$ cat src/rtl/gpr_pkg.sv
// Shared defaults and types for the integer register file with pending-write scoreboard.
package gpr_pkg;

   localparam int GPR_XLEN = 64;
   localparam int GPR_NREG = 32;
   localparam int GPR_NRD  = 2;
   localparam int GPR_AW   = $clog2(GPR_NREG);

   typedef logic [GPR_AW-1:0]   gpr_addr_t;
   typedef logic [GPR_XLEN-1:0] gpr_data_t;

   localparam gpr_data_t GPR_ZERO = '0;

endpackage

$ cat src/rtl/gpr_if.sv
// Register-file bus: operand reads with busy flags, destination issue, writeback.
interface gpr_if
   import gpr_pkg::*;
#(
   parameter int XLEN = GPR_XLEN,
   parameter int NREG = GPR_NREG,
   parameter int NRD  = GPR_NRD
);

   localparam int AW = $clog2(NREG);

   logic [NRD-1:0][AW-1:0]   rd_addr;
   logic [NRD-1:0][XLEN-1:0] rd_data;
   logic [NRD-1:0]           rd_busy;
   logic                     iss_valid;
   logic [AW-1:0]            iss_addr;
   logic                     we;
   logic [AW-1:0]            wr_addr;
   logic [XLEN-1:0]          wr_data;
   logic [AW:0]              busy_cnt;

   // Decode/writeback side drives addresses and commands.
   modport master (
      output rd_addr, iss_valid, iss_addr, we, wr_addr, wr_data,
      input  rd_data, rd_busy, busy_cnt
   );

   modport slave (
      input  rd_addr, iss_valid, iss_addr, we, wr_addr, wr_data,
      output rd_data, rd_busy, busy_cnt
   );

endinterface

$ cat src/rtl/gpr_scoreboard.sv
// Pending-write scoreboard: per-register busy bits, incremental busy count, per-port lookup.
// With GPR_BYPASS_EN defined, a same-cycle writeback clears the reported busy flag.
module gpr_scoreboard
   import gpr_pkg::*;
#(
   parameter  int NREG = GPR_NREG,
   parameter  int NRD  = GPR_NRD,
   localparam int AW   = $clog2(NREG)
) (
   input  logic                   clk,
   input  logic                   rst_n,
   input  logic                   iss_valid_i,
   input  logic [AW-1:0]          iss_addr_i,
   input  logic                   we_i,
   input  logic [AW-1:0]          wr_addr_i,
   input  logic [NRD-1:0][AW-1:0] rd_addr_i,
   output logic [NRD-1:0]         rd_busy_o,
   output logic [AW:0]            busy_cnt_o
);

   logic            iss_en;
   logic            wr_en;
   logic [NREG-1:0] busy_vec;
   logic            set_new;
   logic            clr_old;
   logic [AW:0]     busy_cnt_q;
   logic [AW:0]     busy_cnt_d;

   assign iss_en = iss_valid_i && (iss_addr_i != '0);
   assign wr_en  = we_i && (wr_addr_i != '0);

   assign busy_vec[0] = 1'b0;

   genvar gi;
   for (gi = 1; gi < NREG; gi++) begin : g_busy
      logic busy_q;
      logic busy_d;

      // Issue is applied last so a new producer wins over a retiring one.
      always_comb begin
         busy_d = busy_q;
         if (wr_en && (wr_addr_i == AW'(gi))) busy_d = 1'b0;
         if (iss_en && (iss_addr_i == AW'(gi))) busy_d = 1'b1;
      end

      always_ff @(posedge clk or negedge rst_n) begin
         if (!rst_n) busy_q <= 1'b0;
         else        busy_q <= busy_d;
      end

      assign busy_vec[gi] = busy_q;
   end

   assign set_new = iss_en && !busy_vec[iss_addr_i];
   assign clr_old = wr_en && busy_vec[wr_addr_i] &&
                    !(iss_en && (iss_addr_i == wr_addr_i));

   always_comb begin
      busy_cnt_d = busy_cnt_q;
      unique case ({set_new, clr_old})
         2'b10:   busy_cnt_d = busy_cnt_q + 1'b1;
         2'b01:   busy_cnt_d = busy_cnt_q - 1'b1;
         default: busy_cnt_d = busy_cnt_q;
      endcase
   end

   always_ff @(posedge clk or negedge rst_n) begin
      if (!rst_n) busy_cnt_q <= '0;
      else        busy_cnt_q <= busy_cnt_d;
   end

   assign busy_cnt_o = busy_cnt_q;

   for (gi = 0; gi < NRD; gi++) begin : g_rd
`ifdef GPR_BYPASS_EN
      logic wr_hit;
      logic iss_hit;
      assign wr_hit  = wr_en && (wr_addr_i == rd_addr_i[gi]);
      assign iss_hit = iss_en && (iss_addr_i == rd_addr_i[gi]);
      // A colliding issue keeps the pre-edge busy state visible.
      assign rd_busy_o[gi] = (wr_hit && !iss_hit) ? 1'b0 : busy_vec[rd_addr_i[gi]];
`else
      assign rd_busy_o[gi] = busy_vec[rd_addr_i[gi]];
`endif
   end

endmodule

$ cat src/rtl/gpr_file.sv
// Integer register file (x0 hardwired to zero) with zero-latency read ports and busy scoreboard.
// Define GPR_BYPASS_EN to forward same-cycle writeback data onto matching read ports.
module gpr_file
   import gpr_pkg::*;
#(
   parameter  int XLEN = GPR_XLEN,
   parameter  int NREG = GPR_NREG,
   parameter  int NRD  = GPR_NRD,
   localparam int AW   = $clog2(NREG)
) (
   input  logic clk,
   input  logic rst_n,
   gpr_if.slave bus
);

   logic            wr_en;
   logic [XLEN-1:0] rf_view [NREG];

   assign wr_en      = bus.we && (bus.wr_addr != '0);
   assign rf_view[0] = '0;

   genvar gi;
   for (gi = 1; gi < NREG; gi++) begin : g_reg
      logic [XLEN-1:0] reg_q;
      logic [XLEN-1:0] reg_d;

      always_comb begin
         reg_d = reg_q;
         if (wr_en && (bus.wr_addr == AW'(gi))) reg_d = bus.wr_data;
      end

      always_ff @(posedge clk or negedge rst_n) begin
         if (!rst_n) reg_q <= '0;
         else        reg_q <= reg_d;
      end

      assign rf_view[gi] = reg_q;
   end

   for (gi = 0; gi < NRD; gi++) begin : g_rdp
`ifdef GPR_BYPASS_EN
      assign bus.rd_data[gi] = (wr_en && (bus.wr_addr == bus.rd_addr[gi])) ?
                               bus.wr_data : rf_view[bus.rd_addr[gi]];
`else
      assign bus.rd_data[gi] = rf_view[bus.rd_addr[gi]];
`endif
   end

   gpr_scoreboard #(
      .NREG (NREG),
      .NRD  (NRD)
   ) u_sb (
      .clk         (clk),
      .rst_n       (rst_n),
      .iss_valid_i (bus.iss_valid),
      .iss_addr_i  (bus.iss_addr),
      .we_i        (bus.we),
      .wr_addr_i   (bus.wr_addr),
      .rd_addr_i   (bus.rd_addr),
      .rd_busy_o   (bus.rd_busy),
      .busy_cnt_o  (bus.busy_cnt)
   );

endmodule

$ cat src/flat_wrapper.sv
// flat-port wrapper written by rule: the top's interface ports become plain ports
module gpr_file_flat import gpr_pkg::*;
#(
   parameter  int XLEN = GPR_XLEN,
   parameter  int NREG = GPR_NREG,
   parameter  int NRD  = GPR_NRD,
   localparam int AW   = $clog2(NREG)
)
  (clk, rst_n, bus_rd_addr, bus_iss_valid, bus_iss_addr, bus_we, bus_wr_addr, bus_wr_data, bus_rd_data, bus_rd_busy, bus_busy_cnt);
  gpr_if #(.XLEN(XLEN), .NREG(NREG), .NRD(NRD)) bus_i ();
  input  logic clk;
  input  logic rst_n;
  input wire logic [$bits(bus_i.rd_addr)-1:0] bus_rd_addr;
  input wire logic [$bits(bus_i.iss_valid)-1:0] bus_iss_valid;
  input wire logic [$bits(bus_i.iss_addr)-1:0] bus_iss_addr;
  input wire logic [$bits(bus_i.we)-1:0] bus_we;
  input wire logic [$bits(bus_i.wr_addr)-1:0] bus_wr_addr;
  input wire logic [$bits(bus_i.wr_data)-1:0] bus_wr_data;
  output wire logic [$bits(bus_i.rd_data)-1:0] bus_rd_data;
  output wire logic [$bits(bus_i.rd_busy)-1:0] bus_rd_busy;
  output wire logic [$bits(bus_i.busy_cnt)-1:0] bus_busy_cnt;
  assign bus_i.rd_addr = bus_rd_addr;
  assign bus_i.iss_valid = bus_iss_valid;
  assign bus_i.iss_addr = bus_iss_addr;
  assign bus_i.we = bus_we;
  assign bus_i.wr_addr = bus_wr_addr;
  assign bus_i.wr_data = bus_wr_data;
  assign bus_rd_data = bus_i.rd_data;
  assign bus_rd_busy = bus_i.rd_busy;
  assign bus_busy_cnt = bus_i.busy_cnt;
  gpr_file #(.XLEN(XLEN), .NREG(NREG), .NRD(NRD)) u_core (.clk(clk), .rst_n(rst_n), .bus(bus_i));
endmodule
$ cat config.mk
export PLATFORM = sky130hd
export DESIGN_NAME = gpr_file_flat
export DESIGN_NICKNAME = d
export VERILOG_FILES = /design/src/rtl/gpr_pkg.sv /design/src/rtl/gpr_if.sv /design/src/rtl/gpr_scoreboard.sv /design/src/rtl/gpr_file.sv /design/src/flat_wrapper.sv
export SDC_FILE = /design/constraint.sdc
export NUM_CORES = 2
export LEC_CHECK = 0
export CAP_MARGIN = 20
export CELL_PAD_IN_SITES_DETAIL_PLACEMENT = 1
export CELL_PAD_IN_SITES_GLOBAL_PLACEMENT = 2
export CORE_ASPECT_RATIO = 0.75
export CORE_UTILIZATION = 50
export CTS_BUF_LIST = sky130_fd_sc_hd__clkbuf_16
export DETAILED_ROUTE_END_ITERATION = 10
export GPL_TIMING_DRIVEN = 0
export PLACE_DENSITY = 0.9
export SYNTH_ARGS = -nofsm -noshare
export SYNTH_HDL_FRONTEND = slang
export SYNTH_HIERARCHICAL = 1
export SYNTH_SLANG_ARGS = --single-unit
$ cat constraint.sdc
create_clock -name clk -period 9 [get_ports clk]
set_clock_uncertainty 0.2 [all_clocks]
set_input_delay 2.25 -clock clk [delete_from_list [all_inputs] [get_ports clk]]
set_output_delay 2.25 -clock clk [all_outputs]
set_load 0.005 [all_outputs]
==> summary by stage <==
Worst setup path
The critical path class is primary input to output pin. The minimum setup slack among reg-to-reg paths is 5.18 ns. The worst setup path is launched from a primary input. Data arrives at the worst endpoint at roughly 6.7 ns. In this run the worst path has a maximum fanout of 10. The type of destination of the critical path is an output pin. STA puts the critical path data required time at approximately 6.6 ns.

Power and ir drop
VDD sags by at most 0.169 mV. Dividing total power by cell area gives a power density of about 230 nW/um^2. In this run the static leakage power is about 0.054 uW.

Detailed routing
The mean routed wirelength per cell is roughly 39 microns. The average vias per placed instance is 7.09. In the routed design, unresolved DRC markers number 0. The total routed wirelength is 433000 microns.

Before antenna repair, the detailed router went through 6 iterations. In this run, the number of DRC markers left after iteration 0 of detailed routing was 10.0k. The total vias in the final route is 78.5k. In this run the remaining antenna-violating nets after routing total 0.

Finish
After routing the design area is around 120000 sq um. In the final design database the tool counted approximately 8k nets. From synthesis to final layout, the design area changed by 12.8%. The filler-free cell count of the finished design is approximately 11k. The fraction of layout cells with a size suffix above 1 is around 45%. The filler cells instantiated in the layout total 20.4k.

CTS
The tree is rooted in a clkbuf_16. The number of buffers inserted by post-CTS setup repair is 0. TritonCTS built the clock tree. The clock insertion delay at the later pin of the skew report is ~0.87 ns. The clock slew seen by the registers of the worst setup and hold paths is 0.06 ns.

The maximum level of the CTS H-tree is 4. The CTS sink count is 2021. Counting the buffers created by CTS gives 212. The clock passes through at most 4 buffers.

Die
The effective utilization at floorplan is between 50% and 60%. The floorplan step defined a die boundary enclosing around 220000 sq um. The die width is 542 microns. In this run the count of I/O pins placed on the die edge is 224. Measured along the y axis, the die boundary spans 407 microns. The core region is 217000 sq um. Row generation in the floorplan step produced around 150 rows.

Timing
Across all hold checks on the routed design, the worst slack comes to 0.265 ns. The final worst-path setup slack is -0.128 ns. In this run the tightest slew margin relative to its limit is 10.7%. At the pin with the least slew margin, the transition time is 1.34 ns. For this run, the top clock speed supported by timing is 0.110 GHz. Counting I/O delays and the setup requirement, the final critical path takes 9.13 ns. Setup violations remaining at the end of the flow were counted as 15.

The final hold violation count is 0. After layout, the worst path uses 101% of the clock period. Setup repair after global routing left no endpoint under its margin.

For the final routed database, the setup TNS stands at -0.771 ns. The count of pins over their slew limit came to 0.

Placed design
The number of port buffers is 215. Summing all placed instances gives a cell area of 116000 sq um. Routability-driven placement finished with a final weighted congestion of 0.963.

The placed wire-length estimate after detailed placement is ~310000 microns. Including well taps, the total number of placed cells is 10.7k. The placement-stage worst setup slack is -0.898 ns.

Global routing
Global routing finished with a remaining overflow of 0. The number of global-route vias before repair is between 80k and 90k. The wire length of the first global-routing pass is about 620000 microns. The largest net degree at the start of global routing is 178. The number of antenna violations at the first check in global routing came to 31. Global routing consumed, over all layers together, 39.3% of the routing resources.

Worst hold path
The worst min-delay path category is register to register.

Status
The run finished, with violations left. The checks that failed: negative setup slack.

Synthesis
The XOR/XNOR share of the synthesized area is 0.0720%. In the synthesized netlist the dominant register cell turns out to be dfrtp_1. The mean cell area of the mapped netlist is 14.6 sq um. The simple-gate area share of the yosys netlist is 1.84%.

For this run, the number of Yosys warnings is 6. The sequential-to-total area share from yosys stat is 46.2%. Synthesis inferred 2021 register bits.

Counting flops with a built-in enable in the synthesized netlist gives 0. Of the total synthesized cell area, the portion taken by full adders, half adders and majority gates is 0.0754%. The synthesized net count is ~7.6k. The multiplexer fraction of the synthesized cell area is 41.5%. The netlist uses 57 different library cells. The number of cells produced by synthesis is 7476.

After synthesis, the largest family of logic cells by area is multiplexers. Summing the areas of all compound-gate instances in the mapped netlist gives 6.57% of the synthesized area. The proportion of synthesized flip-flops having asynchronous set or reset is 100%. The cell area after synthesis is 109000 sq um.

Run
The max-cap violation count is 0.
final cells by class:
class | count | area, sq um | share of cell area, %
multi-input combinational | 4621 | 55000 | 44.5
sequential | 2021 | 50600 | 40.9
clock buffer | 217 | 5430 | 4.40
buffer | 823 | 4150 | 3.36
tap | 2925 | 3660 | 2.96
timing repair buffer | 271 | 3330 | 2.69
clock inverter | 160 | 1310 | 1.06
antenna | 34 | 85.1 | 0.0689
inverter | 9 | 33.8 | 0.0273
flip-flops by register name (all words and copies together) (netlist names):
name and cells:
u_core/g.reg_q 1984, u_core/u_sb/g_busy.busy_q 31, u_core/u_sb/busy_cnt_o 6
critical path, stage by stage:
cell	delay, ns
clkdlybuf4s50_1	0.59
clkbuf_1	0.31
inv_1	0.13
clkbuf_1	0.65
buf_8	0.26
clkbuf_1	0.69
nand2_1	0.12
and3_1	0.23
o31ai_1	0.76
clkdlybuf4s50_1	0.65
worst paths after layout:
kind,cells past startpoint,start,to
min in group asynchronous,1,rst_n,u_core/g_reg[27].reg_q[48]
worst min-delay path,1,u_core/u_sb/busy_cnt_o[5],u_core/u_sb/busy_cnt_o[5]
worst max-delay path,10,bus_rd_addr[2],bus_rd_data[59]
max in group asynchronous,5,rst_n,u_core/g_reg[22].reg_q[26]
worst min register to register,1,u_core/u_sb/busy_cnt_o[5],u_core/u_sb/busy_cnt_o[5]
worst max register to register,12,u_core/u_sb/g_busy[12].busy_q,u_core/u_sb/busy_cnt_o[5]
cells in the mapped netlist (all sizes together) (2+ instances only):
cell       n  area, sq um
nand4      3         18.8
nor3       5         36.3
and3      67          419
a22oi      2         15.0
clkbuf   413         1550
o21ai    195          976
a211oi   129          968
nor2      22          108
nor3b      3         22.5
ha         5         62.6
o31ai    130          976
nand3      8         40.0
xnor2      6         52.6
nand4b     3         26.3
or4        4         30.0
a22o     384         3360
xor2       3         26.3
or3        5         31.3
nand2b     7         43.8
mux2    2115        24100
o22ai    129          807
mux2i    330         3300
nor2b     12         75.1
dfrtp   2021        50600
nand2    160          603
nand3b     5         37.5
or3b       2         17.5
a21oi      7         35.0
mux4     799        18000
buf      412         2560
and2      66          413
inv        9         33.8
nor4       4         55.1
cell usage in the layout, fill, tap and decap left out, types with 44 or more instances in the layout:
master	n
mux2i_1	330
buf_6	66
a211oi_1	129
inv_1	47
o21ai_0	67
o22ai_1	129
clkinv_2	46
clkbuf_16	217
o31ai_1	103
mux2_2	1970
o21ai_1	128
clkdlybuf4s50_1	214
mux2_1	75
nand2_1	156
mux2_4	70
dfrtp_1	2021
mux4_2	795
and2_1	66
buf_2	256
clkinv_1	44
and3_1	67
clkbuf_1	401
buf_4	63
a22o_1	384
logic make-up (layout without fill, tap and decap cells):
group | count (synthesis) | count (layout)
compound gates | 982 | 982
xor+xnor | 9 | 9
fa+ha+maj | 6 | 6
buf+inv | 834 | 1480
flops | 2021 | 2021
mux | 3244 | 3244
other cells | 0 | 34
simple gates | 380 | 380
per-stage QoR:
stage / total power (uW) / util (%)
floorplan: 16200 / -
global placement: 18400 / 53.1
detailed placement: 18800 / 53.6
CTS: 27700 / 56.8
global route: 28800 / 56.8
finish: 27900 / 56.9
routing by layer:
metal | global-route usage (%) | part of all wire (%)
met1 | 54.1 | 40
met5 | 0.519 | 0.064
met2 | 55.4 | 43
met3 | 14.7 | 13
met4 | 17.4 | 5.0
report_power, final:
group	total [uW]	internal [uW]	leakage, uW	switching (uW)
sequential	12500	10900	0.0258	1580
combinational	6570	3590	0.0243	2980
clock	8900	5000	0.00348	3900
total	27900	19500	0.0536	8460
what timing repair did:
item                       4_1_cts  5_1_grt
gates resized for setup         32        7
hold buffers                     0        0
setup endpoints to repair      105        6
gates cloned                     0        0
Power figures use the tool's default switching activity.
